### config.mk
export PLATFORM = sky130hd
export DESIGN_NAME = keypad_key_decoder
export DESIGN_NICKNAME = d
export VERILOG_FILES = /design/src/rtl/keypad_pkg.sv /design/src/rtl/keypad_event_fifo.sv /design/src/rtl/keypad_key_decoder.sv
export SDC_FILE = /design/constraint.sdc
export NUM_CORES = 1
export LEC_CHECK = 0
export CAP_MARGIN = 20
export CORE_ASPECT_RATIO = 1.1
export CORE_MARGIN = 2
export CORE_UTILIZATION = 45
export DETAILED_ROUTE_END_ITERATION = 16
export PLACE_DENSITY = 0.67
export SLEW_MARGIN = 20
export SYNTH_ARGS = -nofsm -noshare
export SYNTH_HDL_FRONTEND = slang
export SYNTH_HIERARCHICAL = 1
export SYNTH_SLANG_ARGS = --single-unit
### constraint.sdc
create_clock -name clk -period 18.8 [get_ports clk]
set_input_delay 2.82 -clock clk [delete_from_list [all_inputs] [get_ports clk]]
set_output_delay 2.82 -clock clk [all_outputs]
set_load 0.05 [all_outputs]
### src/rtl/keypad_pkg.sv
// keypad_pkg: shared types, constants and helpers for the keypad decoder.
//   kd_state_t      - decoder FSM states
//   KEYS_ALL_UP     - active-low key vector with no key pressed
//   onehot_n_count  - number of zero bits in a key vector, saturating at 2
//   lowest_zero_idx - index of the lowest zero bit (4*row+col)
package keypad_pkg;

  typedef enum logic [1:0] {
    IDLE,
    DEBOUNCE,
    HELD
  } kd_state_t;

  localparam logic [15:0] KEYS_ALL_UP = 16'hFFFF;

  function automatic logic [1:0] onehot_n_count(input logic [15:0] v);
    logic [1:0] n;
    n = '0;
    for (int unsigned i = 0; i < 16; i++) begin
      if (!v[i] && n != 2'd2) n = n + 2'd1;
    end
    return n;
  endfunction

  function automatic logic [3:0] lowest_zero_idx(input logic [15:0] v);
    logic [3:0] idx;
    idx = '0;
    // Scan downwards so the last hit is the lowest zero.
    for (int unsigned i = 16; i > 0; i--) begin
      if (!v[i-1]) idx = 4'(i - 1);
    end
    return idx;
  endfunction

endpackage

### src/rtl/keypad_event_fifo.sv
// keypad_event_fifo: small registered FIFO for decoded key events.
// Parameters: WIDTH (entry width), DEPTH (entries, power of 2, >= 2).
// Ports:
//   clk, rst    - clock, synchronous active-high reset
//   push        - enqueue push_code this cycle
//   push_code   - event data
//   pop_ready   - consumer accepts head when head_valid is high
//   head_code   - FIFO head (0 while empty)
//   head_valid  - FIFO not empty
//   overflow    - sticky: an event was dropped because the FIFO was full
module keypad_event_fifo
  import keypad_pkg::*;
#(
  parameter int unsigned WIDTH = 4,
  parameter int unsigned DEPTH = 4
) (
  input  logic             clk,
  input  logic             rst,
  input  logic             push,
  input  logic [WIDTH-1:0] push_code,
  input  logic             pop_ready,
  output logic [WIDTH-1:0] head_code,
  output logic             head_valid,
  output logic             overflow
);

  localparam int unsigned AW = $clog2(DEPTH);

  logic [WIDTH-1:0] mem [DEPTH];
  logic [AW:0]      wr_ptr;
  logic [AW:0]      rd_ptr;
  logic             empty;
  logic             full;
  logic             do_push;
  logic             do_pop;

  // Extra MSB on the pointers tells full (MSBs differ) from empty (equal).
  assign empty   = (wr_ptr == rd_ptr);
  assign full    = (wr_ptr[AW] != rd_ptr[AW]) && (wr_ptr[AW-1:0] == rd_ptr[AW-1:0]);
  assign do_pop  = !empty && pop_ready;
  // A pop in the same cycle frees the slot, so a push while full still lands.
  assign do_push = push && (!full || do_pop);

  always_ff @(posedge clk) begin
    if (rst) begin
      wr_ptr   <= '0;
      rd_ptr   <= '0;
      overflow <= 1'b0;
    end else begin
      if (do_push) wr_ptr <= wr_ptr + (AW+1)'(1);
      if (do_pop)  rd_ptr <= rd_ptr + (AW+1)'(1);
      if (push && !do_push) overflow <= 1'b1;
    end
  end

  always_ff @(posedge clk) begin
    if (!rst && do_push) mem[wr_ptr[AW-1:0]] <= push_code;
  end

  assign head_valid = !empty;
  assign head_code  = empty ? '0 : mem[rd_ptr[AW-1:0]];

endmodule

### src/rtl/keypad_key_decoder.sv
// keypad_key_decoder: synchronises and debounces the active-low 4x4 key
// vector, rejects multi-key presses, encodes single presses and queues them.
// Optional feature macro: KEY_REPEAT_EN (auto-repeat while a key is held).
// Ports:
//   clk, rst   - clock, synchronous active-high reset
//   key_n      - raw key vector, bit 4*row+col, 0 = pressed (asynchronous)
//   key_code   - FIFO head key index
//   key_valid  - FIFO not empty
//   key_ready  - consumer accepts head when key_valid is high
//   key_held   - a single debounced key is currently held
//   multi_key  - 1-cycle pulse on a debounced multi-key press
//   overflow   - sticky event-drop flag
module keypad_key_decoder
  import keypad_pkg::*;
#(
  parameter int unsigned SAMPLE_DIV   = 50000,
  parameter int unsigned DEB_SAMPLES  = 10,
  parameter int unsigned FIFO_DEPTH   = 4,
  parameter int unsigned REPEAT_DELAY = 500,
  parameter int unsigned REPEAT_RATE  = 100
) (
  input  logic        clk,
  input  logic        rst,
  input  logic [15:0] key_n,
  output logic [3:0]  key_code,
  output logic        key_valid,
  input  logic        key_ready,
  output logic        key_held,
  output logic        multi_key,
  output logic        overflow
);

  localparam int unsigned DW = $clog2(SAMPLE_DIV);

  logic [15:0]   sync1, sync2, sample;
  logic [DW-1:0] div_cnt;
  logic          tick;

  kd_state_t   state, state_n;
  logic [15:0] cand, cand_n;
  logic [7:0]  cnt, cnt_n;
  logic [3:0]  code_q, code_n;
  logic        held_q, held_n;
  logic        multi_q, multi_n;
  logic        push;
  logic [3:0]  push_code;

`ifdef KEY_REPEAT_EN
  logic [15:0] rep_cnt, rep_cnt_n;
  logic        rep_first, rep_first_n;
`endif

  always_ff @(posedge clk) begin
    if (rst) begin
      sync1 <= '1;
      sync2 <= '1;
    end else begin
      sync1 <= key_n;
      sync2 <= sync1;
    end
  end

  assign sample = sync2;
  assign tick   = (div_cnt == DW'(SAMPLE_DIV - 1));

  always_ff @(posedge clk) begin
    if (rst)       div_cnt <= '0;
    else if (tick) div_cnt <= '0;
    else           div_cnt <= div_cnt + DW'(1);
  end

  always_ff @(posedge clk) begin
    if (rst) begin
      state   <= IDLE;
      cand    <= '1;
      cnt     <= '0;
      code_q  <= '0;
      held_q  <= 1'b0;
      multi_q <= 1'b0;
    end else begin
      state   <= state_n;
      cand    <= cand_n;
      cnt     <= cnt_n;
      code_q  <= code_n;
      held_q  <= held_n;
      multi_q <= multi_n;
    end
  end

`ifdef KEY_REPEAT_EN
  always_ff @(posedge clk) begin
    if (rst) begin
      rep_cnt   <= '0;
      rep_first <= 1'b1;
    end else begin
      rep_cnt   <= rep_cnt_n;
      rep_first <= rep_first_n;
    end
  end
`endif

  // In HELD, cnt is reused as the consecutive all-up (release) counter.
  always_comb begin
    state_n   = state;
    cand_n    = cand;
    cnt_n     = cnt;
    code_n    = code_q;
    held_n    = held_q;
    multi_n   = 1'b0;
    push      = 1'b0;
    push_code = code_q;
`ifdef KEY_REPEAT_EN
    rep_cnt_n   = rep_cnt;
    rep_first_n = rep_first;
`endif
    if (tick) begin
      case (state)
        IDLE: begin
          if (sample != KEYS_ALL_UP) begin
            cand_n  = sample;
            cnt_n   = 8'd1;
            state_n = DEBOUNCE;
          end
        end
        DEBOUNCE: begin
          if (sample == cand) begin
            cnt_n = cnt + 8'd1;
            if (cnt + 8'd1 == 8'(DEB_SAMPLES)) begin
              state_n = HELD;
              cnt_n   = '0;
              if (onehot_n_count(cand) == 2'd1) begin
                push      = 1'b1;
                push_code = lowest_zero_idx(cand);
                code_n    = lowest_zero_idx(cand);
                held_n    = 1'b1;
              end else begin
                multi_n = 1'b1;
                held_n  = 1'b0;
              end
`ifdef KEY_REPEAT_EN
              rep_cnt_n   = '0;
              rep_first_n = 1'b1;
`endif
            end
          end else if (sample == KEYS_ALL_UP) begin
            state_n = IDLE;
            cnt_n   = '0;
          end else begin
            cand_n = sample;
            cnt_n  = 8'd1;
          end
        end
        HELD: begin
          if (sample == KEYS_ALL_UP) begin
            if (cnt + 8'd1 == 8'(DEB_SAMPLES)) begin
              state_n = IDLE;
              cnt_n   = '0;
              held_n  = 1'b0;
`ifdef KEY_REPEAT_EN
              rep_cnt_n   = '0;
              rep_first_n = 1'b1;
`endif
            end else begin
              cnt_n = cnt + 8'd1;
            end
          end else begin
            cnt_n = '0;
`ifdef KEY_REPEAT_EN
            // Repeat only advances on ticks where a key is still down.
            if (held_q) begin
              if (rep_cnt + 16'd1 == (rep_first ? 16'(REPEAT_DELAY) : 16'(REPEAT_RATE))) begin
                push        = 1'b1;
                push_code   = code_q;
                rep_cnt_n   = '0;
                rep_first_n = 1'b0;
              end else begin
                rep_cnt_n = rep_cnt + 16'd1;
              end
            end
`endif
          end
        end
        default: state_n = IDLE;
      endcase
    end
  end

  assign key_held  = held_q;
  assign multi_key = multi_q;

  keypad_event_fifo #(
    .WIDTH (4),
    .DEPTH (FIFO_DEPTH)
  ) u_fifo (
    .clk        (clk),
    .rst        (rst),
    .push       (push),
    .push_code  (push_code),
    .pop_ready  (key_ready),
    .head_code  (key_code),
    .head_valid (key_valid),
    .overflow   (overflow)
  );

endmodule

Word level (Yosys, flattened, before mapping)
Memories as Yosys holds them, arrays and structs flattened. A register that Yosys moved wholly into a read port is not among the register bits.
Index checks and enable logic that the tools add are counted.
W data, S select, Z words.
Storage, ports and cells
  logic and storage cells: 255
  register bits after elaboration: 87
  output and inout bits: 8
  bits in writable memories: 16
  input port bits: 19
  memories kept: 1
Cells by class
  $add $sub $neg: 19
  equal/unequal tests: 35
  muxes and demuxes: 134
  reduce and logical (&&, ||, !) cells: 50
  bitwise gates (word level): 4
Memory list
  u_fifo.mem: depth 4, bits a word 4, rd ports 1, clocked after memory_dff 1, write ports 1, line keypad_event_fifo.sv:29  | logic [WIDTH-1:0] mem [DEPTH];
Operators with widths (count)
  $mux W2: 87
  $mux W4: 22
  $mux W16: 3
  $ne A2 B2 Y1 const B: 22
  $eq A16 B16 Y1 const B: 2
  $mux W8: 4
  $pmux W16 S2: 1
  $add A2 B1 Y2 const B: 15
  $pmux W8 S3: 1
  $logic_and A1 B1 Y1: 20
  $logic_not A1 Y1: 19
  $add A16 B1 Y16 const B: 1
  $eq A16 B16 Y1: 1
  $ne A16 B16 Y1 const B: 1
  $mux W1: 14
  $reduce_and A6 Y1: 2
  $add A8 B1 Y8 const B: 1
  $eq A8 B4 Y1 const B: 1
  $add A3 B1 Y3 const B: 2
  $ne A3 B3 Y1 const B: 2
  $pmux W2 S3: 1
  $reduce_and A5 Y1: 1
  $reduce_or A5 Y1: 1
  $eq A2 B1 Y1 const B: 2
  12 further kinds: 16

Longest topological paths before layout
  word-level depth: 121
  depth in mapped cells: 67

Hierarchy
Netlist, hierarchy kept.
Modules (own cells, without submodules)
  keypad_key_decoder: area an instance 4453.0 µm², cells each 496, instances 1
  keypad_event_fifo: area an instance 1094.8 µm², cells each 73, instances 1

Worst setup path after synthesis
OpenSTA, ideal clock, no wires.
  path kind: reg2reg
  start: register cand[0]
  end: memory u_fifo.mem[0][0] (enable)
  arrival: 11.915 ns
  path slack: 6.576 ns
  stages on the path, launching flop included: 62
  path through: dfxtp_1 > inv_1 > ha_1 > o21a_1 > or2_2 > ha_1 > or3b_2 > o21a_1 > ha_1 > or2_2 > o311ai_0 > o21ai_0 > ha_1 > nor2_1 > nor2_1 > a22oi_1 > ha_1 > nor2_1 > [... 26 more ...] > ha_1 > nor2_1 > nor2_1 > a221oi_1 > ha_1 > nor2_2 > xor2_1 > ha_1 > nor2_1 > and2_1 > nand2_1 > nor3_1 > a31o_1 > a221o_1 > o21ai_4 > inv_4 > nor3b_1 > and2_1
Between the ends
  cells in the longest elaborated chain, start to end: 120
  elaborated cells on any way between the ends: 136
  those cells by class: add/sub (15); eq/ne (17); mux (87); reduce/logical (17)
Ends and longest elaborated chain
  start: declaration: line keypad_key_decoder.sv:40  | logic [15:0] cand, cand_n;
  start signal: assignment: line keypad_key_decoder.sv:82  | cand <= cand_n;
  branches (longest 113 deep; another with $add A2 B1 Y2)
  $mux W1 *: line keypad_key_decoder.sv:126  | if (sample == cand) begin
  $mux W1 *: line keypad_key_decoder.sv:117  | case (state)
  $mux W1 *: line keypad_key_decoder.sv:116  | if (tick) begin
  named net push: line keypad_key_decoder.sv:45  | logic push;
  $logic_and A1 B1 Y1 *: line keypad_event_fifo.sv:42  | assign do_push = push && (!full || do_pop);
  $logic_and A1 B1 Y1 *: line keypad_event_fifo.sv:57  | if (!rst && do_push) mem[wr_ptr[AW-1:0]] <= push_code;
  $mux W1 *: line keypad_event_fifo.sv:57
  $mux W1 (not written as such) *: line keypad_event_fifo.sv:57
  end: declaration: line keypad_event_fifo.sv:29
Mark *: on every way through the listed nets, which the timed path passes. The select of a mux whose other input is x is not followed.

Worst setup path in the final report
  start: register cand[0]
  end: memory u_fifo.mem[1][1] (enable)
The elaborated chain is that of the path after synthesis.

==> run metrics <==
Initial Utilization 46.1%; Inst Count DP 733; top_reg_cell synth dfxtp_1; CTS tree yes; DP Area 5910 um2; # diodes 0; slowest stage delay, CP 0.47 ns; mapped cell area 5550 um2; Max stage delay cell, worst path a221oi_1; number of synthesized flops with an enable pin 16; fillers 1108; Post-CTS Hold Fix Bufs 0; FMAX 71.2 MHz; number of global-route vias before repair 3824; final setup fails 0; Avg Cell Area, Syn 9.75 um2; Global Route Usage Sum 16.2%; router iterations before antenna repair 4; Ports 27; outcome finished clean; worst-margin pin slew 1.11 ns; Reg2Reg Setup Slack 4.75 ns; Yosys cell types 70; count of cells resized by post-cts repair 0; cts bufs inserted 9; Final min period 14.05 ns; cell chosen for the clock root clkbuf_16; sequential cell area fraction in the yosys report 40.8%; H-Tree Depth 3; # nets final 636; CTS max path bufs 2; highest ir drop seen on vdd 0.0601 mV; final worst slack 4.75 ns; die area 13200 um2; CP endpoint kind flop; postcts setup bufs 0; initial antenna violation count 0; Vias 3971; largest net degree at the start of global routing 80; hpwl dp 7180 um; RD Place Congestion 0.895; clock sink count 105; Async SR Flop Fraction 0%; share of cells above drive strength 1 14.1%; Syn Inst Count 569; Tot Pwr 438 uW; Hold WS 0.410 ns; synthesis-to-finish area growth 12.2%; DR WL/cell 13.1 um; Setup TNS 0 ns; Iteration-0 DRC Markers 194; CP arrival 14.09 ns; remaining global-route overflow 0; Core Rows 42; flops & latches, synth 105; height of the die 120 um; Pleak 2.46 nW; synth warn 6; Fin. Hold Viols 0; crit-path max FO 10; Relative slew margins 25.4%; crit start category flop; Max Cap Violations 0; clk_lat worst skew 0.36 ns; Post-Route WL 9830 um; Final Util 51.7%; Max Transition Viols Final 0; Die Wd 110 um; clk_skew 0.0150 ns; WP data required 18.84 ns; core area 12000 um2; fin cells 749; pre-CTS setup slack 4.95 ns; Worst-path clk slew 0.08 ns; Residual DRC 0; first-pass GRT wire length 17000 um; cell mode on critical path ha_1; via/cell ratio 5.30; Design Area, Final 6220 um2; worst min path class flop to flop; Power Dens Cells 70.4 nW/um2; Final ANT Viol Nets 0; Final Cycle Share 74.7%; Mapped Nets 615; Setup Crit Path Kind flop to flop; Port-buffer cells 26; RSZ-0062 raised after global routing no
## flip-flops by register name, summed over array words and instances (netlist names), 2 cells and up, named ones only
name / flops
cand: 16
u_fifo/wr_ptr: 3
code_q: 4
u_fifo/mem: 16
sample: 16
u_fifo/rd_ptr: 3
state: 2
cnt: 8
sync1: 16
div_cnt: 16
## cell usage after synthesis (5+ instances only)
cell type | instances | area share [%]
a21oi_1 | 18 | 1.6
nor2_1 | 63 | 4.3
nor2b_1 | 10 | 1.1
nand3_1 | 12 | 1.1
mux2i_1 | 22 | 4.0
nand4_1 | 15 | 1.7
clkbuf_1 | 11 | 0.74
xnor2_1 | 34 | 5.4
and2_1 | 7 | 0.79
o21ai_0 | 13 | 1.2
edfxtp_1 | 16 | 8.7
and3_1 | 7 | 0.79
nand2_1 | 19 | 1.3
nor3_1 | 15 | 1.4
nand2b_1 | 21 | 2.4
buf_6 | 6 | 1.2
nor4_1 | 5 | 0.56
ha_1 | 27 | 6.1
or2_2 | 39 | 4.4
xor2_1 | 17 | 2.7
dfxtp_1 | 89 | 32
inv_1 | 22 | 1.5
## kinds of logic (layout without fill, tap and decap cells)
group	Yosys count	in the layout	synth area share, %
mux	33	33	7.28
fa+ha+maj	27	27	6.09
compound gates	70	70	8.82
buf+inv	42	68	3.77
flops	105	105	40.8
xor+xnor	57	57	10.2
simple gates	235	235	23.0
## worst max-delay path, delay by kind of cell (launching register included)
kind	cells	cell delay [ns]
simple gates	23	5.25
fa+ha+maj	14	3.22
compound gates	12	2.36
xor+xnor	9	2.09
flops	1	0.46
buf+inv	3	0.33
## final cells by class
cell class | instances | area [um2] | area share [%]
multi-input cells | 422 | 3090 | 49.6
flip-flops and latches | 105 | 2260 | 36.3
repair buffers | 29 | 278 | 4.46
clock buffers | 9 | 225 | 3.62
well taps | 154 | 193 | 3.10
clock inverters | 7 | 91.3 | 1.47
inverters | 23 | 88.8 | 1.43
## cell usage in the layout, fill, tap and decap left out, types with 9 or more instances in the layout
cell and n:
xnor2_1 34, nand4_1 15, mux2i_1 22, a21oi_1 18
or2_2 39, o21ai_0 13, xor2_1 17, edfxtp_1 16
nor2b_1 10, nand3_1 12, nor3_1 15, nand2_1 19
ha_1 27, nor2_1 63, dfxtp_1 89, clkdlybuf4s50_1 25
inv_1 22, nand2b_1 21, clkbuf_16 9
## worst paths after layout
kind | to | from | depth (start not counted)
max | u_fifo/mem[1][1] | cand[0] | 61
min | sample[13] | sync1[13] | 1
max reg2reg | u_fifo/mem[1][1] | cand[0] | 61
min reg2reg | sample[13] | sync1[13] | 1
## per-layer routing
metal	vias to the layer above	track usage [%]	share of wire, %
li1	2026	-	-
met2	84	26.8	48
met4	0	8.70	3.0
met1	1830	19.6	45
met3	31	3.18	3.9
met5	-	0	0
## power breakdown
group | switching (mW) | internal [mW]
registers | 0.00222 | 0.231
logic | 0.00539 | 0.00798
clock network | 0.0951 | 0.0970
total | 0.103 | 0.336
(Power assumes the default switching activity.)
==> edit 1: new RTL, same settings <==
The parameter `FIFO_DEPTH` goes from 4 to 8.
--- a/src/rtl/keypad_key_decoder.sv
+++ b/src/rtl/keypad_key_decoder.sv
@@ -15,7 +15,7 @@
 #(
   parameter int unsigned SAMPLE_DIV   = 50000,
   parameter int unsigned DEB_SAMPLES  = 10,
-  parameter int unsigned FIFO_DEPTH   = 4,
+  parameter int unsigned FIFO_DEPTH   = 8,
   parameter int unsigned REPEAT_DELAY = 500,
   parameter int unsigned REPEAT_RATE  = 100
 ) (
Behaviour: no difference found for any inputs over 10 cycles, from zero or initial values and one cycle with rst high; that may be too few to reach the edited logic, so the function may still have changed.
==> edit 1 against the original RTL <==
- final area increased by 18%
- setup slack got worse by 0.26 ns
- first-iteration DRC count increased by 8.2%
- synthesized cell count increased by 11%
- core utilization increased by 1.5 points
- total power increased by 40%
- area after synthesis increased by 14%
- count of clock-buffer cells in the layout increased by 15
- wire length increased by 25%
- sequential cell count increased by 19
- critical endpoint is now u_fifo/mem[7][0]
==> edit 1: results (changes against the original RTL) <==
Status
  • Status: complete, no violations

Clocking
  • Worst skew pair latency: 0.41 ns (+0.05 ns)
  • Worst-path clk slew: 0.06 ns (-0.02 ns)

Yosys
  • Syn Inst Count: 634 (+11%)
  • Synth area leaders: dfxtp_1 29%, edfxtp_1 15%, ha_1 4.7%
  • Register area share after synthesis: 44.1% (+3.4 points)
  • Synth cell count leaders: 92 x dfxtp_1, 72 x nor2_1, 39 x or2_2
  • Distinct cells, synth: 74 (+5.7%)

Global routing
  • Met1 Usage GRT: 20.0% (+0.42 points)
  • GRT Total Usage: 17.6% (+1.4 points)
  • Number of global-route vias before repair: 4484 (+17%)
  • GR Util met3: 4.85% (+1.7 points)

Timing
  • Slew Limit Headroom: 41.4% (+16 points)
  • Clock Skew: 0.0102 ns (-0.00474 ns)

Placement
  • # placed instances: 827 (+13%)
  • Post-DP HPWL: 8800 um (+22%)
  • Final Wtd Congestion: 0.816 (-8.9%)

Power and ir drop
  • P_leak: 2.89 nW (+17%)
  • Worst vdd ir: 0.0559 mV (-7.1%)

Route
  • Drt first-iter violations: 210 (+8.2%)
  • Vias/cell: 5.33 (+0.61%)

Worst setup path
  • Worst stage delay on the critical path: 0.74 ns (+0.27 ns)
  • Crit path arrival time: 14.35 ns (+0.26 ns)

Final layout
  • # fillers: 1226 (+11%)
  • # nets final: 701 (+10%)
  • Layout cells sized above 1: 15.4% (+1.2 points)
  • Fin cells: 859 (+15%)
[edit 1: changes by cell type in the layout (fill, tap and decap cells not counted), moves of 4 or more]
cell	delta
clkbuf_16	+9
nand2_1	+9
edfxtp_1	+16
and2_1	-4
clkbuf_8	+5
mux4_2	+4
nor2_1	+9
nand3_1	+4
nor3_1	+4
[edit 1: routing by layer]
metal,vias up,part of all wire [%]
li1,2298,-
met1,2182,43
met2,80,52
met3,22,2.8
met4,0,2.5
met5,-,0
[edit 1: cell families (layout without fill, tap and decap cells)]
family / count (synthesis) / in the layout / share of synthesized area (%)
XOR/XNOR: 55 / 55 / 8.41
buffers and inverters: 50 / 87 / 3.80
multiplexers: 41 / 41 / 8.43
flip-flops: 124 / 124 / 44.1
AO/OA/AOI/OAI: 75 / 75 / 8.16
adder cells (fa/ha/maj): 24 / 24 / 4.73
AND/OR/NAND/NOR: 265 / 265 / 22.3
[edit 1: metrics by stage]
step                power (mW)  util, %  area (um^2)
finish                   0.612     53.2         7340
global route             0.634     53.2         7340
CTS                      0.619     53.1         7330
detailed placement       0.298     48.8         6730
global placement         0.298     48.8         6730
floorplan                0.292        -         6350
[edit 1: worst max-delay path: cells and delay by family (launching register included)]
kind,cells,cell delay [ns]
xor+xnor,9,2.09
simple gates,23,5.42
compound gates,12,2.38
flops,1,0.45
buf+inv,3,0.33
fa+ha+maj,14,3.26
[edit 1: worst paths after layout]
path              slack, ns                to  startpoint  depth (start not counted)
setup / recovery       4.49  u_fifo/mem[7][0]     cand[0]                         61
hold / removal         0.40         sample[8]    sync1[8]                          1
setup reg to reg       4.49  u_fifo/mem[7][0]     cand[0]                         61
hold reg to reg        0.40         sample[8]    sync1[8]                          1
[edit 1: area by class of cell]
class / instances / share of cell area [%]
Clock buffer: 24 / 7.13
Clock inverter: 8 / 1.04
Inverter: 26 / 1.36
Multi-Input combinational cell: 460 / 45.3
Sequential cell: 124 / 38.2
Tap cell: 188 / 3.21
Timing Repair Buffer: 29 / 3.79
[edit 1: report_power, final]
part | leakage [nW] | internal, mW | switching (mW)
logic | 1.48 | 0.00821 | 0.00598
clock network | 0.303 | 0.207 | 0.112
registers | 1.10 | 0.276 | 0.00225
total | 2.89 | 0.492 | 0.120
==> edit 2: new RTL, same settings <==
Made on the original files. Re-encode `kd_state_t` (3 states) as one-hot, 3 bits wide.
--- a/src/rtl/keypad_pkg.sv
+++ b/src/rtl/keypad_pkg.sv
@@ -5,10 +5,10 @@
 //   lowest_zero_idx - index of the lowest zero bit (4*row+col)
 package keypad_pkg;
 
-  typedef enum logic [1:0] {
-    IDLE,
-    DEBOUNCE,
-    HELD
+  typedef enum logic [2:0] {
+    IDLE     = 3'b001,
+    DEBOUNCE = 3'b010,
+    HELD     = 3'b100
   } kd_state_t;
 
   localparam logic [15:0] KEYS_ALL_UP = 16'hFFFF;
Formal check against the unedited RTL: no difference found for any inputs over 10 cycles, from zero or initial values and one cycle with rst high; not proved beyond that.
==> edit 2 against the original RTL <==
- clock skew down 0.0068 ns
- largest power group unchanged
- final area down 4.2%
- sequential share of layout area rose by 1.9 points
- area after synthesis is 4.2% lower
- critical endpoint is now u_fifo/mem[1][0]
- wire length fell by 9.4%
- total power shrank 3.6%
- die area decreased by 4.1%
- core utilization grew 0.18 points
- setup slack worse by 0.55 ns
- via count down 5.7%
- highest routed layer unchanged
- sequential cell count is 1 higher
==> edit 2: results (changes against the original RTL) <==
Status
  • Status: complete, no violations

Global routing
  • Number of global-route vias before repair: 3494 (-8.6%)
  • GRT Total Usage: 14.7% (-1.5 points)
  • Largest net degree at the start of global routing: 57 (-29%)
  • First-pass GRT wire length: 15100 um (-11%)

Power and ir drop
  • Worst vdd ir: 0.0633 mV (+5.3%)
  • Sw Ratio: 20.9% (-2.6 points)
  • P_leak: 2.41 nW (-2.1%)

Final layout
  • # nets final: 614 (-3.5%)
  • Layout cells sized above 1: 12.8% (-1.3 points)
  • # fillers: 1069 (-3.5%)

Placement
  • DP Area: 5680 um^2 (-3.8%)
  • Post-DP HPWL: 6530 um (-9.1%)
  • # placed instances: 710 (-3.1%)

Clocking
  • Worst-path clk slew: 0.07 ns
  • CTS Buffer Depth: 2 (unchanged)

Route
  • Drt first-iter violations: 132 (-32%)
  • WL/cell: 12.3 um (-6.5%)
  • Detailed-route via count: 3745 (-5.7%)
  • Routed WL: 8910 um (-9.4%)

Yosys
  • Register area share after synthesis: 43.0% (+2.2 points)
  • Distinct cells, synth: 63 (-10%)
  • Syn Area/Cell: 9.66 um^2 (-0.93%)
  • Synth area leaders: dfxtp_1 34%, edfxtp_1 9.0%, ha_1 5.7%
  • Synth cell count leaders: 90 x dfxtp_1, 63 x nor2_1, 39 x nand2_1
  • Post-synth EDFFs: 16 (unchanged)

Worst setup path
  • Worst stage delay on the critical path: 0.45 ns (-0.02 ns)
  • Crit path arrival time: 14.64 ns (+0.55 ns)
  • CP max stage cell: or3b_2
  • CP max FO: 8 (-2)

Timing
  • Clock Skew: 0.00814 ns (-0.00682 ns)
  • Slew @ Worst Pin: 1.03 ns (-0.0744 ns)
-- edit 2: through the flow --
step                worst slack (ns)  util (%)
finish                          4.20      51.9
global route                    3.08      51.9
CTS                             4.17      51.9
detailed placement              4.26      49.5
global placement                4.90      49.5
floorplan                       5.89         -
-- edit 2: worst paths after layout --
check        startpoint                to  slack [ns]  cells past startpoint
max reg2reg     cand[0]  u_fifo/mem[1][0]        4.20                     64
min reg2reg   sync1[12]        sample[12]        0.41                      1
max             cand[0]  u_fifo/mem[1][0]        4.20                     64
min           sync1[12]        sample[12]        0.41                      1
-- edit 2: logic make-up after synthesis --
kind of cell	share of synthesized area [%]
muxes	6.71
adders and majority gates	5.65
and+or+nand+nor	22.4
DFF	43.0
xor gates and xnor gates	11.1
buffers and inverters	3.13
AOI/OAI and AO/OA	8.06
-- edit 2: per-layer routing --
metal	wire length (um)	global-route usage [%]
met5	0	0
met2	4350	25.2
met4	201	6.65
met1	4150	17.5
met3	203	2.99
-- edit 2: power by group through the flow --
stage	combinational, mW	sequential (mW)	clock (mW)
floorplan	0.00804	0.240	0
global placement	0.0130	0.240	0
detailed placement	0.0133	0.240	0
CTS	0.0134	0.235	0.178
global route	0.0148	0.235	0.188
finish	0.0132	0.235	0.174
-- edit 2: layout make-up --
| type | instances | area (um^2) | share of cell area [%] |
|---|---|---|---|
| Multi-Input combinational cell | 406 | 2870 | 48.1 |
| Sequential cell | 106 | 2280 | 38.3 |
| Timing Repair Buffer | 27 | 268 | 4.49 |
| Clock buffer | 11 | 243 | 4.07 |
| Tap cell | 150 | 188 | 3.15 |
| Inverter | 21 | 78.8 | 1.32 |
| Clock inverter | 5 | 36.3 | 0.608 |
